## src/rtl/mem_arbiter_pkg.sv

```systemverilog
// Shared encodings and defaults for the memory arbiter.
// Debug FSM states, read-data owners, grant codes and the RAM request bundle.
package mem_arbiter_pkg;

    localparam int unsigned STARVE_LIMIT_DEFAULT = 7;
    localparam int unsigned WAIT_CNT_W = 3;

    typedef enum logic [1:0] {
        DBG_IDLE = 2'd0,
        DBG_WAIT = 2'd1,
        DBG_RESP = 2'd2
    } dbg_state_t;

    typedef enum logic [1:0] {
        OWN_NONE = 2'd0,
        OWN_CPU  = 2'd1,
        OWN_DBG  = 2'd2
    } owner_t;

    typedef enum logic [1:0] {
        GNT_NONE = 2'd0,
        GNT_ST   = 2'd1,
        GNT_LD   = 2'd2,
        GNT_DBG  = 2'd3
    } grant_t;

    typedef struct packed {
        logic        en;
        logic        we;
        logic [31:0] addr;
        logic [31:0] wdata;
        logic [3:0]  wmask;
    } ram_req_t;

    // Saturating increment of the debug wait counter.
    function automatic logic [WAIT_CNT_W-1:0] sat_inc(
        input logic [WAIT_CNT_W-1:0] v,
        input logic [WAIT_CNT_W-1:0] lim
    );
        return (v >= lim) ? lim : v + 3'd1;
    endfunction

endpackage

```

## src/rtl/mem_arbiter.sv

```systemverilog
// Single-port RAM arbiter between CPU store, CPU load and a debug port.
// Fixed priority store > load > debug, with a starvation override for debug.
module mem_arbiter
    import mem_arbiter_pkg::*;
#(
    parameter int unsigned STARVE_LIMIT = STARVE_LIMIT_DEFAULT
) (
    input  logic        clk,
    input  logic        rst,
    input  logic        ld_ren,
    input  logic [31:0] ld_addr,
    input  logic        st_wen,
    input  logic [31:0] st_addr,
    input  logic [31:0] st_wdata,
    input  logic [3:0]  st_wmask,
    input  logic        dbg_req,
    input  logic        dbg_we,
    input  logic [31:0] dbg_addr,
    input  logic [31:0] dbg_wdata,
    output logic        dbg_ack,
    output logic [31:0] dbg_rdata,
    output logic        ld_valid,
    output logic [31:0] ld_rdata,
    output logic        ram_en,
    output logic        ram_we,
    output logic [31:0] ram_addr,
    output logic [31:0] ram_wdata,
    output logic [3:0]  ram_wmask,
    input  logic [31:0] ram_rdata,
    output logic        stall_id,
    output logic        stall_all
);

    localparam logic [WAIT_CNT_W-1:0] LIMIT = WAIT_CNT_W'(STARVE_LIMIT);

    dbg_state_t            state_q, state_d;
    logic [WAIT_CNT_W-1:0] cnt_q, cnt_d;
    owner_t                owner_q, owner_d;
    grant_t                gnt;
    ram_req_t              req;
    logic                  cpu_req;
    logic                  override;

    // Pick one requester per cycle; a starved debug request beats the CPU.
    always_comb begin
        cpu_req  = st_wen | ld_ren;
        override = !rst && (state_q == DBG_WAIT) && dbg_req
                   && (cnt_q == LIMIT);
        gnt      = GNT_NONE;
        if (rst) begin
            gnt = GNT_NONE;
        end else if (override) begin
            gnt = GNT_DBG;
        end else if (st_wen) begin
            gnt = GNT_ST;
        end else if (ld_ren) begin
            gnt = GNT_LD;
        end else if (dbg_req && (state_q != DBG_RESP)) begin
            gnt = GNT_DBG;
        end
    end

    // Steer the granted requester onto the RAM port; idle port is all zero.
    always_comb begin
        req = '0;
        unique case (gnt)
            GNT_ST: begin
                req.en    = 1'b1;
                req.we    = 1'b1;
                req.addr  = st_addr;
                req.wdata = st_wdata;
                req.wmask = st_wmask;
            end
            GNT_LD: begin
                req.en   = 1'b1;
                req.addr = ld_addr;
            end
            GNT_DBG: begin
                req.en    = 1'b1;
                req.we    = dbg_we;
                req.addr  = dbg_addr;
                req.wdata = dbg_we ? dbg_wdata : 32'd0;
                req.wmask = dbg_we ? 4'hF : 4'h0;
            end
            default: req = '0;
        endcase
    end

    assign ram_en    = req.en;
    assign ram_we    = req.we;
    assign ram_addr  = req.addr;
    assign ram_wdata = req.wdata;
    assign ram_wmask = req.wmask;

    // Stalls: a stolen cycle freezes everything, a store/load clash only ID.
    always_comb begin
        stall_all = override;
        stall_id  = !rst && !override && st_wen && ld_ren;
    end

    // Debug FSM next state and wait counter.
    always_comb begin
        state_d = state_q;
        cnt_d   = cnt_q;
        unique case (state_q)
            DBG_IDLE: begin
                if (dbg_req) begin
                    if (cpu_req) begin
                        state_d = DBG_WAIT;
                        cnt_d   = WAIT_CNT_W'(1);
                    end else begin
                        state_d = DBG_RESP;
                        cnt_d   = '0;
                    end
                end
            end
            DBG_WAIT: begin
                if (gnt == GNT_DBG) begin
                    state_d = DBG_RESP;
                    cnt_d   = '0;
                end else if (!dbg_req) begin
                    // A withdrawn request is abandoned rather than issued blind.
                    state_d = DBG_IDLE;
                    cnt_d   = '0;
                end else begin
                    cnt_d = sat_inc(cnt_q, LIMIT);
                end
            end
            DBG_RESP: begin
                state_d = DBG_IDLE;
                cnt_d   = '0;
            end
            default: begin
                state_d = DBG_IDLE;
                cnt_d   = '0;
            end
        endcase
    end

    // Who receives the read data that comes back next cycle.
    always_comb begin
        owner_d = OWN_NONE;
        if (gnt == GNT_LD) begin
            owner_d = OWN_CPU;
        end else if ((gnt == GNT_DBG) && !dbg_we) begin
            owner_d = OWN_DBG;
        end
    end

    // State, counter and owner registers with synchronous reset.
    always_ff @(posedge clk) begin
        if (rst) begin
            state_q <= DBG_IDLE;
            cnt_q   <= '0;
            owner_q <= OWN_NONE;
        end else begin
            state_q <= state_d;
            cnt_q   <= cnt_d;
            owner_q <= owner_d;
        end
    end

    // Return path: RAM data goes only to the registered owner.
    always_comb begin
        ld_valid  = 1'b0;
        ld_rdata  = 32'd0;
        dbg_ack   = 1'b0;
        dbg_rdata = 32'd0;
        if (!rst) begin
            ld_valid = (owner_q == OWN_CPU);
            dbg_ack  = (state_q == DBG_RESP);
            if (owner_q == OWN_CPU) begin
                ld_rdata = ram_rdata;
            end
            if (dbg_ack && (owner_q == OWN_DBG)) begin
                dbg_rdata = ram_rdata;
            end
        end
    end

endmodule

```

## config.mk

```make
export PLATFORM = sky130hd
export DESIGN_NAME = mem_arbiter
export DESIGN_NICKNAME = d
export VERILOG_FILES = /design/src/rtl/mem_arbiter_pkg.sv /design/src/rtl/mem_arbiter.sv
export SDC_FILE = /design/constraint.sdc
export NUM_CORES = 1
export LEC_CHECK = 0
export CAP_MARGIN = 15
export CORE_AREA = 2 2 134 136
export CTS_BUF_LIST = sky130_fd_sc_hd__clkbuf_4 sky130_fd_sc_hd__clkbuf_8
export CTS_CLUSTER_SIZE = 8
export DETAILED_ROUTE_END_ITERATION = 12
export DIE_AREA = 0 0 136 138
export GPL_ROUTABILITY_DRIVEN = 1
export GPL_TIMING_DRIVEN = 1
export PLACE_DENSITY = 0.46
export SLEW_MARGIN = 20
export SYNTH_ARGS = -nofsm -noshare
export SYNTH_HDL_FRONTEND = slang
export SYNTH_SLANG_ARGS = --single-unit
```

## constraint.sdc

```tcl
create_clock -name clk -period 1.95 [get_ports clk]
set_input_delay 0.2925 -clock clk [delete_from_list [all_inputs] [get_ports clk]]
set_output_delay 0.2925 -clock clk [all_outputs]
set_load 0.005 [all_outputs]
```

Word-level counts from Yosys, hierarchy flattened
Cells that the tools add are included.
- register bits: 7
- bits of input ports: 202
- output and inout bits: 138
- word-level logic and storage cells: 64
- add/subtract/negate cells: 1
- magnitude comparators: 1
- eq/ne operators: 11
- multiplexer cells: 30
- bitwise operators: 1
- reductions and logical operators: 16
- operators by type and width (kind ; count):
    $mux 32 ; 5
    $pmux 32 s3 ; 1
    $pmux 36 s2 ; 1
    $mux 2 ; 10
    $mux 3 ; 4
    $logic_and 1x1->1 ; 9
    $eq 2x2->1 const B ; 4
    $eq 2x1->1 const B ; 3
    $pmux 3 s2 ; 1
    $mux 1 ; 5
    $mux 4 ; 1
    $ne 2x2->1 const B ; 2
    $pmux 2 s2 ; 1
    $add 3x1->3 const B ; 1
    $eq 3x3->1 const B ; 1
    $ge 3x3->1 const B ; 1
    $logic_not 1->1 ; 3
    $ne 3x2->1 const B ; 1
    $reduce_or 3->1 ; 1
    $logic_not 2->1 ; 1
    $pmux 1 s2 ; 1
    $reduce_and 2->1 ; 1
    $reduce_or 2->1 ; 1
    $or 1x1->1 ; 1

Logic depth before layout (Yosys ltp)
Gate-level depths: netlist (run 1).
- depth in word-level cells: 11
- depth in mapped cells: 9
- depth with buffers taken out: 8

Worst setup path before layout (run 1)
Ideal clock, no wire load.
- kind: reg2out
- start point: register cnt_q[0]
- end point: output ram_wdata[10]
- arrival: 1.856 ns
- required time: 1.657 ns
- setup slack: -0.199 ns
- cell stages (with the launch flop): 9
- path buffers: 1
- cells stage by stage: dfxtp_1 > ha_1 > ha_1 > nand2_1 > or2_4 > inv_2 > nor3b_1 > clkbuf_1 > a22o_1
- cells in the longest elaborated chain, start to end: 6
- elaborated cells on any way between the ends: 7
- those cells by class: 3 x eq/ne; 3 x mux; 1 x reduce/logical
- RTL lines (what ; line ; text):
    start, declared ; mem_arbiter.sv:37 ; logic [WAIT_CNT_W-1:0] cnt_q, cnt_d;
    start signal, assigned ; mem_arbiter.sv:158 ; cnt_q <= cnt_d;
    $eq 3x3->1 (*) ; mem_arbiter.sv:48 ; && (cnt_q == LIMIT);
    $logic_and 1x1->1 (*) ; mem_arbiter.sv:48 ;
    net stall_all ; mem_arbiter.sv:31 ; output logic stall_all
    $mux 2 (*) ; mem_arbiter.sv:52 ; end else if (override) begin
    $mux 2 (*) ; mem_arbiter.sv:50 ; if (rst) begin
    $eq 2x2->1 or $eq 2x1->1 (tied branches) ; mem_arbiter.sv:66 ; unique case (gnt)
    $pmux 36 s2 (*) ; mem_arbiter.sv:66 ;
    end, declared ; mem_arbiter.sv:27 ; output logic [31:0] ram_wdata,
The timed path passes the listed nets; every way through them passes the cells marked *.

Worst setup path after layout (run 1)
- start point: register state_q[1]
- end point: output ram_wdata[4]
- cells in the longest elaborated chain, start to end: 9
- elaborated cells on any way between the ends: 14
- those cells by class: 4 x eq/ne; 6 x mux; 4 x reduce/logical
- RTL lines (what ; line ; text):
    start, declared ; mem_arbiter.sv:36 ; dbg_state_t state_q, state_d;
    start signal, assigned ; mem_arbiter.sv:157 ; state_q <= state_d;
    $ne 2x2->1 ; mem_arbiter.sv:58 ; end else if (dbg_req && (state_q != DBG_RESP)) begin
    $logic_and 1x1->1 ; mem_arbiter.sv:58 ;
    $mux 2 ; mem_arbiter.sv:58 ;
    $mux 2 ; mem_arbiter.sv:56 ; end else if (ld_ren) begin
    $mux 2 ; mem_arbiter.sv:54 ; end else if (st_wen) begin
    $mux 2 (*) ; mem_arbiter.sv:52 ;
    $mux 2 (*) ; mem_arbiter.sv:50 ;
    $eq 2x2->1 or $eq 2x1->1 (tied branches) ; mem_arbiter.sv:66 ;
    $pmux 36 s2 (*) ; mem_arbiter.sv:66 ;
Every way passes the cells marked *; elsewhere a longest branch is shown, timed or not.

==> run summary, run 1 <==
The library cell used most frequently in the layout, excluding fill and tap cells, is sky130_fd_sc_hd__clkdlybuf4s50_1. The post-route netlist has 42.0% of its cells at a drive strength greater than 1. Overall routed net length: 15.6 mm.

The worst setup path is launched from a flip-flop. Sequential cells account for 11.1% of the total power. Summing the areas of all and, or, nand and nor instances in the mapped netlist gives 36.5% of the synthesized area.

For this run, the number of Yosys warnings is 0. The run gives 3,995 as the via count of the first global-routing pass. Yosys attributes the largest share of cell area to sky130_fd_sc_hd__and2_1, sky130_fd_sc_hd__mux2i_1, sky130_fd_sc_hd__a22o_1. The flow ran to the end, but the final reports show violations. The worst slack after detailed placement was -1060 ps; the number of clock sinks seen by CTS was 7.

Data on the critical path arrives at its endpoint at 2210 ps. The area growth from synthesis to layout is 262%. After detailed routing, the average wire length per cell comes to 16.5 um. The synthesized netlist devotes 1.32% of its cell area to adder and majority cells. The checks that failed: setup timing. The logs give 1890 um^2 for the netlist area before placement and 75.1% for the normalized max-slew margin. The category of the worst setup path capture point is an output port. For this design the static power due to leakage is 3.58 nW. Sequential elements use 7.40% of the synthesized area.

The number of hold violations in the final report is 0, and the global-route wire length before repair is 22.3 mm. Of all nets on the critical path, the largest fanout is 5. The H-tree level count was 1; the switching part of the total was 29.8%. Dividing the detail-routed via count by the number of cells gives 4.08. The internal portion of the total power is 0.977 mW. The number of buffers created by CTS is 3, and the worst-case setup margin in the final layout is -556 ps.

The library cells used most frequently in the layout, excluding fill and tap cells, are sky130_fd_sc_hd__clkdlybuf4s50_1, sky130_fd_sc_hd__buf_2, sky130_fd_sc_hd__buf_6, sky130_fd_sc_hd__buf_4, sky130_fd_sc_hd__and2_1. The slew at the pin closest to its max-slew limit was 372 ps; the number of antenna-violating nets in the routed design was 0. Synthesis produced a netlist whose cell count is 277. Routability-driven placement finished with a final weighted congestion of 0.830. The share of the synthesized area in the top cell type came out at 21.8%. The count of port buffers added during placement came out at 339. 340 I/O pins were placed.

In this run, the number of DRC markers left after iteration 0 of detailed routing was 88. The cell area power density is 203 nW/um^2. The core region is 17,500 um^2.

The first TritonRoute pass finished after 4 iterations. The dominant combinational cell family by area after synthesis is simple AND/OR/NAND/NOR gates. The tools report the net load switching power as 0.415 mW.

After filler insertion, the fill cell instance count of the layout stands at 1,817. The tools report the total count of max-transition violations in the final report as 0. The number of antenna violations at the first check in global routing came out at 0. Die width: 136 um. The clock network latency to the later pin of the worst-skew pair was 230 ps.

Setup violations remaining at the end of the flow were counted as 103. Hold repair after CTS inserted 0 buffers. Vertical extent of the die: 138 um.

Summing the areas of all compound-gate instances in the mapped netlist gives 29.9% of the synthesized area. Peak supply drop: 159 uV. For this run, design rule violations remaining after detail routing come to 0. At the end of the flow the core is filled with cells to 39.1%. TritonCTS built the clock tree. The average instance in the mapped netlist occupies 6.83 um^2.

The combinational share of power was 73.6%. The fraction of power consumed by the clock network was 15.4%. Once placement finished, the instance area stood at 5780 um^2. After synthesis the netlist holds a flip-flop and latch count of 7. Once the floorplan was initialized, standard cells occupied 10.8% of the core. Global routing finished with a remaining overflow of 0.

The maximum number of pins on one net before global-route repair is 34, and the final non-filler cell total is 944. Synthesis produced a netlist with a net count of 481. Across all layers, the routed design uses 3,852 vias.

After routing the design area is 6860 um^2. The tools report the buffer type at the clock tree root as sky130_fd_sc_hd__clkbuf_8. Number of violations of the max-capacitance limit: 0.

0 antenna diodes ended up in the layout. The clock tree buffer depth was 2. Yosys mapped the design onto 32 distinct sky130hd cell types. The cell type with the highest aggregate area in the netlist is sky130_fd_sc_hd__and2_1. The clock arrives with 2.62 ps of skew. The portion of netlist area occupied by mux cells is 16.9%, and the parity-gate share of the synthesized area counting xor and xnor cells is 0%. Full die area: 18,800 um^2.

Global routing consumed, over all layers together, 15.2% of the routing resources. The post-DP HPWL is 10.3 mm. The critical path class was reg -> out. Setup repair after global routing could not meet its margin everywhere. Subtracting the final worst setup slack from the clock period gives 2510 ps.

The clock-pin slew of the registers on the worst-case setup and hold paths came out at 40 ps. The logs give 399 MHz for the fmax and 920 for the post-layout net count. The total power came out at 1.39 mW. Data on the critical path is required at its endpoint by 1660 ps. Share of the cycle needed by the critical path after routing: 128%. The floorplan has 49 rows.

The cell count after placement came out at 850. Path class of the lowest-slack min-delay path: in -> reg.
-- registers in the layout, indices dropped and copies added (netlist names) --
name / cells
cnt_q: 3
owner_q: 2
state_q: 2
-- cell usage after synthesis --
cell type,n
sky130_fd_sc_hd__a21oi_2,1
sky130_fd_sc_hd__ha_1,2
sky130_fd_sc_hd__buf_6,5
sky130_fd_sc_hd__and4b_1,1
sky130_fd_sc_hd__and2_1,66
sky130_fd_sc_hd__a31o_2,1
sky130_fd_sc_hd__clkbuf_1,12
sky130_fd_sc_hd__inv_2,1
sky130_fd_sc_hd__a22o_1,32
sky130_fd_sc_hd__nor2b_1,2
sky130_fd_sc_hd__o21ai_0,21
sky130_fd_sc_hd__buf_2,6
sky130_fd_sc_hd__mux2i_1,32
sky130_fd_sc_hd__o21bai_1,2
sky130_fd_sc_hd__o21ai_1,15
sky130_fd_sc_hd__nand2b_1,2
sky130_fd_sc_hd__nand3_1,1
sky130_fd_sc_hd__nor3b_1,2
sky130_fd_sc_hd__nor2_1,6
sky130_fd_sc_hd__o31a_4,1
sky130_fd_sc_hd__nor4b_2,1
sky130_fd_sc_hd__a21oi_1,9
sky130_fd_sc_hd__inv_1,1
sky130_fd_sc_hd__buf_4,1
sky130_fd_sc_hd__nand2_1,41
sky130_fd_sc_hd__or2_4,1
sky130_fd_sc_hd__or3b_1,1
sky130_fd_sc_hd__a2111o_1,1
sky130_fd_sc_hd__dfxtp_1,7
sky130_fd_sc_hd__buf_1,1
sky130_fd_sc_hd__nor4b_1,1
sky130_fd_sc_hd__nor3_1,1
-- power groups by stage --
stage          logic (mW)  registers [mW]  clock network (mW)
2_1_floorplan       0.216           0.155                   0
3_3_place_gp        0.914           0.154                   0
3_5_place_dp        0.920           0.154                   0
4_1_cts             0.983           0.154               0.212
5_1_grt              1.10           0.155               0.225
6_report             1.02           0.154               0.214
-- logic make-up after synthesis --
group | Yosys count
AND/OR/NAND/NOR | 126
AO/OA/AOI/OAI | 83
multiplexers | 32
buffers and inverters | 27
flip-flops | 7
adder cells (fa/ha/maj) | 2
-- layout make-up --
type | count | area [um^2] | share of cell area, %
Clock buffer | 3 | 41.3 | 0.602
Clock inverter | 1 | 5.00 | 0.0730
Inverter | 2 | 12.5 | 0.182
Multi-Input combinational cell | 245 | 1930 | 28.1
Sequential cell | 7 | 145 | 2.12
Tap cell | 229 | 287 | 4.18
Timing Repair Buffer | 457 | 4440 | 64.7
-- repair_timing --
| action | 4_1_cts | 5_1_grt |
|---|---|---|
| buffers inserted | 59 | 30 |
| gates resized for setup | 514 | 114 |
| endpoints found under the setup margin | 137 | 136 |
| pin swaps | 21 | 39 |
| cloned | 10 | 4 |
-- routing by layer --
| metal | wire, um | track usage [%] |
|---|---|---|
| met1 | 6010 | 17.1 |
| met5 | 0 | 0 |
| met3 | 1050 | 2.79 |
| met2 | 8290 | 29.4 |
| met4 | 237 | 2.41 |
-- through the flow --
stage / setup TNS, ps / hold WS (ps)
after CTS: -47260 / 478
after floorplan: -520 / 364
final: -41580 / 481
after detailed placement: -99480 / 583
after global placement: -96820 / 571
after global routing: -48740 / 491
-- worst paths after layout --
| check | to | cells after the start | slack (ps) | start |
|---|---|---|---|---|
| hold / removal | state_q[1] | 4 | 480 | rst |
| setup / recovery | ram_wdata[4] | 10 | -560 | state_q[1] |
| setup reg to reg | owner_q[0] | 9 | 310 | cnt_q[0] |
| hold reg to reg | state_q[1] | 3 | 600 | state_q[1] |
-- worst max-delay path, stage by stage, from the launching register on --
cell	delay, ps
sky130_fd_sc_hd__dfxtp_2	310
sky130_fd_sc_hd__or3b_4	370
sky130_fd_sc_hd__or2_4	280
sky130_fd_sc_hd__buf_6	130
sky130_fd_sc_hd__a21oi_4	110
sky130_fd_sc_hd__and2_4	180
sky130_fd_sc_hd__buf_6	120
sky130_fd_sc_hd__buf_12	120
sky130_fd_sc_hd__buf_12	110
sky130_fd_sc_hd__a22o_1	140
sky130_fd_sc_hd__buf_2	110
Power figures use the tool's default switching activity.
==> run 2: changes to the inputs <==
Settings changed: ABC_AREA set to 1, CORE_AREA 2 2 134 136 to 2 2 131 133, DIE_AREA 0 0 136 138 to 0 0 133 135, GPL_ROUTABILITY_DRIVEN 1 to 0, PLACE_DENSITY 0.46 to 0.49.
==> run 2 against run 1 <==
Net effect: the run still ends with setup timing left; area after synthesis grew 6.7%; setup slack gained 32 ps; highest routed layer unchanged; flip-flop and latch count is the same; power grew 14%.
==> run summary, run 2 <==
The final critical-path required period was 2470 ps (was 2510 ps); the share of the cycle needed by the critical path after routing was 127% (was 128%). The tools report the post-layout net count as 1,059 (was 920). The number of distinct library cell variants in the gate-level netlist after synthesis is 19 (was 32). The number of violations of the max-capacitance limit came out at 0 (unchanged). The flow ran to the end, but the final reports show violations. For the number of clock sinks seen by CTS, the log shows 7 (unchanged). The area overhead of the layout relative to synthesis came out at 250% (was 262%). The tools report the normalized max-slew margin as 82.2% (was 75.1%). The run gives 6 (was 4) as the number of detailed-routing iterations run before antenna repair.

The run gives 2180 ps (was 2210 ps) as the critical path arrival. The proportion of synthesized flip-flops having asynchronous set or reset works out to 0% (unchanged). The tools report the gate count after technology mapping as 430 (was 277). For the global-route wire length before repair, the log shows 21.8 mm (was 22.3 mm). The most repeated cell in the gate-level netlist after synthesis was sky130_fd_sc_hd__nand2_1 (was sky130_fd_sc_hd__and2_1). The synthesis warning total is 0 (unchanged), and the die width is 133 um (was 136 um). The count of state elements after synthesis works out to 7 (unchanged). The cell type with the highest aggregate area in the netlist was sky130_fd_sc_hd__nand2_1 (was sky130_fd_sc_hd__and2_1). The cell count after placement is 987 (was 850). The average via count per standard cell is 3.99 (was 4.08), and the placed cell area is 5780 um^2 (about the same). The run gives 340 (unchanged) as the number of top-level pins.

The run gives 9.8% (was 11.1%) as the share of power burned in registers. The tools report the buffer type at the clock tree root as sky130_fd_sc_hd__clkbuf_8 (unchanged). The path class of the lowest-slack min-delay path was in -> reg (unchanged).

Average wire per cell in the routed design: 15.9 um (was 16.5 um). Startpoint of the most critical hold path: rst (unchanged). The area of the core is 16,400 um^2 (was 17,500 um^2). The H-tree level count came out at 1 (unchanged). The global-route total usage across every layer was 15.2% (about the same); the final non-filler cell area was 7060 um^2 (was 6860 um^2). The netlist area before placement is 2020 um^2 (was 1890 um^2), and the number of DRC markers in iteration 0 is 138 (was 88).

The worst-case setup margin in the final layout was -524 ps (was -556 ps); the number of nets produced by synthesis was 634 (was 481). The flip-flop count of the largest register, all copies and words added was 3 (unchanged). For the effective utilization at floorplan, the log shows 12.3% (was 10.8%).

The tools report the kind of start point of the critical path as a flip-flop (unchanged). Violated checks: setup timing (unchanged). The final non-filler cell total is 1,074 (was 944). The peak supply drop is 177 uV (was 159 uV). The number of hold violations in the final report was 0 (unchanged). The routed via count is 4,290 (was 3,852). The maximum number of pins on one net before global-route repair was 35 (was 34). Top library cells by usage in the layout, fill and taps aside: sky130_fd_sc_hd__clkdlybuf4s50_1, sky130_fd_sc_hd__nand2_1, sky130_fd_sc_hd__nor2_1 (was sky130_fd_sc_hd__clkdlybuf4s50_1, sky130_fd_sc_hd__buf_2, sky130_fd_sc_hd__buf_6, sky130_fd_sc_hd__buf_4, sky130_fd_sc_hd__and2_1).

The endpoint of the worst register-to-register path was owner_q[0] (unchanged). The remaining routing DRC violations is 0 (unchanged). Most area-consuming cells after synthesis: sky130_fd_sc_hd__nand2_1, sky130_fd_sc_hd__nand3_1, sky130_fd_sc_hd__nor2_1 (was sky130_fd_sc_hd__and2_1, sky130_fd_sc_hd__mux2i_1, sky130_fd_sc_hd__a22o_1). The category of the worst setup path capture point was an output port (unchanged). The slew at the pin closest to its max-slew limit is 265 ps (was 372 ps), and the full die area is 18,000 um^2 (was 18,800 um^2). The portion of the post-synthesis area used by sequential elements was 6.94% (was 7.40%). Largest regs: cnt_q x3, owner_q x2, state_q x2 (unchanged). The number of antenna-violating nets in the routed design is 0 (unchanged), and the setup-violating endpoint count in the final report is 81 (was 103). The run gives 13.7% (was 15.4%) as the fraction of power consumed by the clock network. The worst reg-to-reg path cell count came out at 11 (was 9). The average size of a mapped cell is 4.70 um^2 (was 6.83 um^2), and the clock skew after layout is 2.00 ps (was 2.62 ps). The fmax is 404 MHz (was 399 MHz). The tools report the required time of the critical path as 1660 ps (about the same). The post-DP HPWL was 11.5 mm (was 10.3 mm); the clock-pin slew of the registers on the worst-case setup and hold paths was 40 ps (about the same). The number of flops mapped to enable cells by yosys came out at 0 (unchanged).

The terminating pin of the worst hold path was state_q[0] (was state_q[1]). For the net load switching power, the log shows 0.528 mW (was 0.415 mW). The tools report the total power as 1.59 mW (was 1.39 mW). For the number of antenna violations at the first check in global routing, the log shows 0 (unchanged).

The largest fanout on the critical path came out at 8 (was 5). The overall routed net length was 17.0 mm (was 15.6 mm); the vertical extent of the die was 135 um (was 138 um). The hold-critical path depth was 3 (was 4); the share of final-layout standard cells stronger than drive strength 1 was 38.9% (was 42.0%). The cell area power density works out to 225 nW/um^2 (was 203 nW/um^2).

For the number of rows in the core area, the log shows 47 (was 49). The combinational share of power was 76.5% (was 73.6%). The total count of max-transition violations in the final report was 0 (unchanged). The leakage power summed over all cells is 3.93 nW (was 3.58 nW). Top cell types by occurrence after synthesis: sky130_fd_sc_hd__nand2_1, sky130_fd_sc_hd__nor2_1, sky130_fd_sc_hd__nand3_1 (was sky130_fd_sc_hd__and2_1, sky130_fd_sc_hd__nand2_1, sky130_fd_sc_hd__a22o_1, sky130_fd_sc_hd__mux2i_1, sky130_fd_sc_hd__o21ai_0). For the aggregate global routing overflow, the log shows 0 (unchanged). Share of the synthesized area in the top cell type: 32.2% (was 21.8%).

The internal power of the cells came out at 1.06 mW (was 0.977 mW). The run gives 230 ps (about the same) as the clock network latency to the later pin of the worst-skew pair. Setup repair after global routing could not meet its margin everywhere. Register with the highest flop count: cnt_q (unchanged). The run gives 0 (unchanged) as the number of diodes. Flip-flop cell with the highest count after synthesis: sky130_fd_sc_hd__dfxtp_1 (unchanged).

TritonCTS built the clock tree. For the setup TNS, the log shows -31,010 ps (was -41,580 ps). The tools report the beginning of the worst register-to-register path as cnt_q[1] (was cnt_q[0]).

For the number of buffers created by CTS, the log shows 3 (unchanged). The switching part of the total works out to 33.2% (was 29.8%). Count of port buffers added during placement: 339 (unchanged).

The critical path class was reg -> out (unchanged). Clock tree buffer depth: 2 (unchanged). The most common library cell in the layout ignoring fill and taps was sky130_fd_sc_hd__clkdlybuf4s50_1 (unchanged).

The via count of the first global-routing pass was 3,939 (was 3,995). The run gives 330 ps (was 310 ps) as the setup slack of the most critical reg-to-reg path.
run 2: cell types whose count changed after synthesis, moves of 5 or more:
cell	change
sky130_fd_sc_hd__o21ai_0	-21
sky130_fd_sc_hd__nor2_1	+77
sky130_fd_sc_hd__clkbuf_1	-6
sky130_fd_sc_hd__inv_1	+46
sky130_fd_sc_hd__nand3_1	+71
sky130_fd_sc_hd__nand2_1	+132
sky130_fd_sc_hd__mux2i_1	-32
sky130_fd_sc_hd__a22o_1	-32
sky130_fd_sc_hd__buf_6	+5
sky130_fd_sc_hd__and2_1	-66
sky130_fd_sc_hd__o21ai_1	-15
run 2: cell families after synthesis:
| kind of cell | after synthesis | share of synthesized area, % |
|---|---|---|
| simple gates | 342 | 72.3 |
| compound gates | 5 | 1.24 |
| fa+ha+maj | 2 | 1.24 |
| buf+inv | 74 | 18.3 |
| flops | 7 | 6.94 |
run 2: worst max path at each step:
| stage | slack, ps | start | depth (start not counted) | end |
|---|---|---|---|---|
| final | -520 | cnt_q[1] | 15 | ram_wdata[6] |
| after global routing | -620 | cnt_q[1] | 15 | ram_wdata[6] |
| after CTS | -700 | cnt_q[0] | 12 | ram_addr[27] |
| after detailed placement | -750 | rst | 10 | ram_addr[6] |
| after global placement | -730 | rst | 10 | ram_addr[6] |
| after floorplan | 30 | cnt_q[0] | 12 | ram_addr[0] |
run 2: critical path, stage by stage (launching register included):
cell                        delay [ps]
sky130_fd_sc_hd__dfxtp_2           340
sky130_fd_sc_hd__ha_4              140
sky130_fd_sc_hd__ha_4              130
sky130_fd_sc_hd__inv_4              40
sky130_fd_sc_hd__nor2_4            110
sky130_fd_sc_hd__nand3_4           130
sky130_fd_sc_hd__nand3_4           140
sky130_fd_sc_hd__nand2_4            90
sky130_fd_sc_hd__nor2_4            150
sky130_fd_sc_hd__buf_8             140
sky130_fd_sc_hd__buf_6             100
sky130_fd_sc_hd__buf_6              90
sky130_fd_sc_hd__clkbuf_16         140
sky130_fd_sc_hd__nand2_2            50
sky130_fd_sc_hd__nand2_1            70
sky130_fd_sc_hd__clkbuf_2          110
run 2: per-layer routing:
metal | up-vias | GRT usage, % | wire (um)
li1 | 2165 | - | -
met1 | 1899 | 18.1 | 6760
met2 | 214 | 28.8 | 8970
met3 | 12 | 3.12 | 1180
met4 | 0 | 1.73 | 124
met5 | - | 0 | 0
run 2: metrics by stage:
step	hold slack, ps	setup WS, ps	utilization (%)
final	404	-524	43.0
after global routing	430	-622	43.0
after CTS	412	-704	37.2
after detailed placement	481	-747	35.2
after global placement	483	-734	35.2
after floorplan	365	26.0	-
run 2: power groups by stage:
stage | combinational (mW) | sequential [mW] | clock [mW]
5_1_grt | 1.31 | 0.156 | 0.235
6_report | 1.22 | 0.155 | 0.218
4_1_cts | 1.02 | 0.155 | 0.226
3_5_place_dp | 0.999 | 0.155 | 0
3_3_place_gp | 1.01 | 0.155 | 0
2_1_floorplan | 0.268 | 0.155 | 0
run 2: layout make-up:
class / instances / area (um^2)
Multi-Input combinational cell: 349 / 2030
Inverter: 47 / 193
Fill cell: 1709 / 9340
Tap cell: 220 / 275
Sequential cell: 7 / 146
Clock buffer: 4 / 48.8
Timing Repair Buffer: 447 / 4370
run 2: what timing repair did:
action / CTS / global route
resized for setup: 202 / 351
gates cloned: 5 / 13
pin swaps: 3 / 56
setup buffers: 10 / 56
endpoints found under the setup margin: 138 / 104
hold buffers: 0 / 0
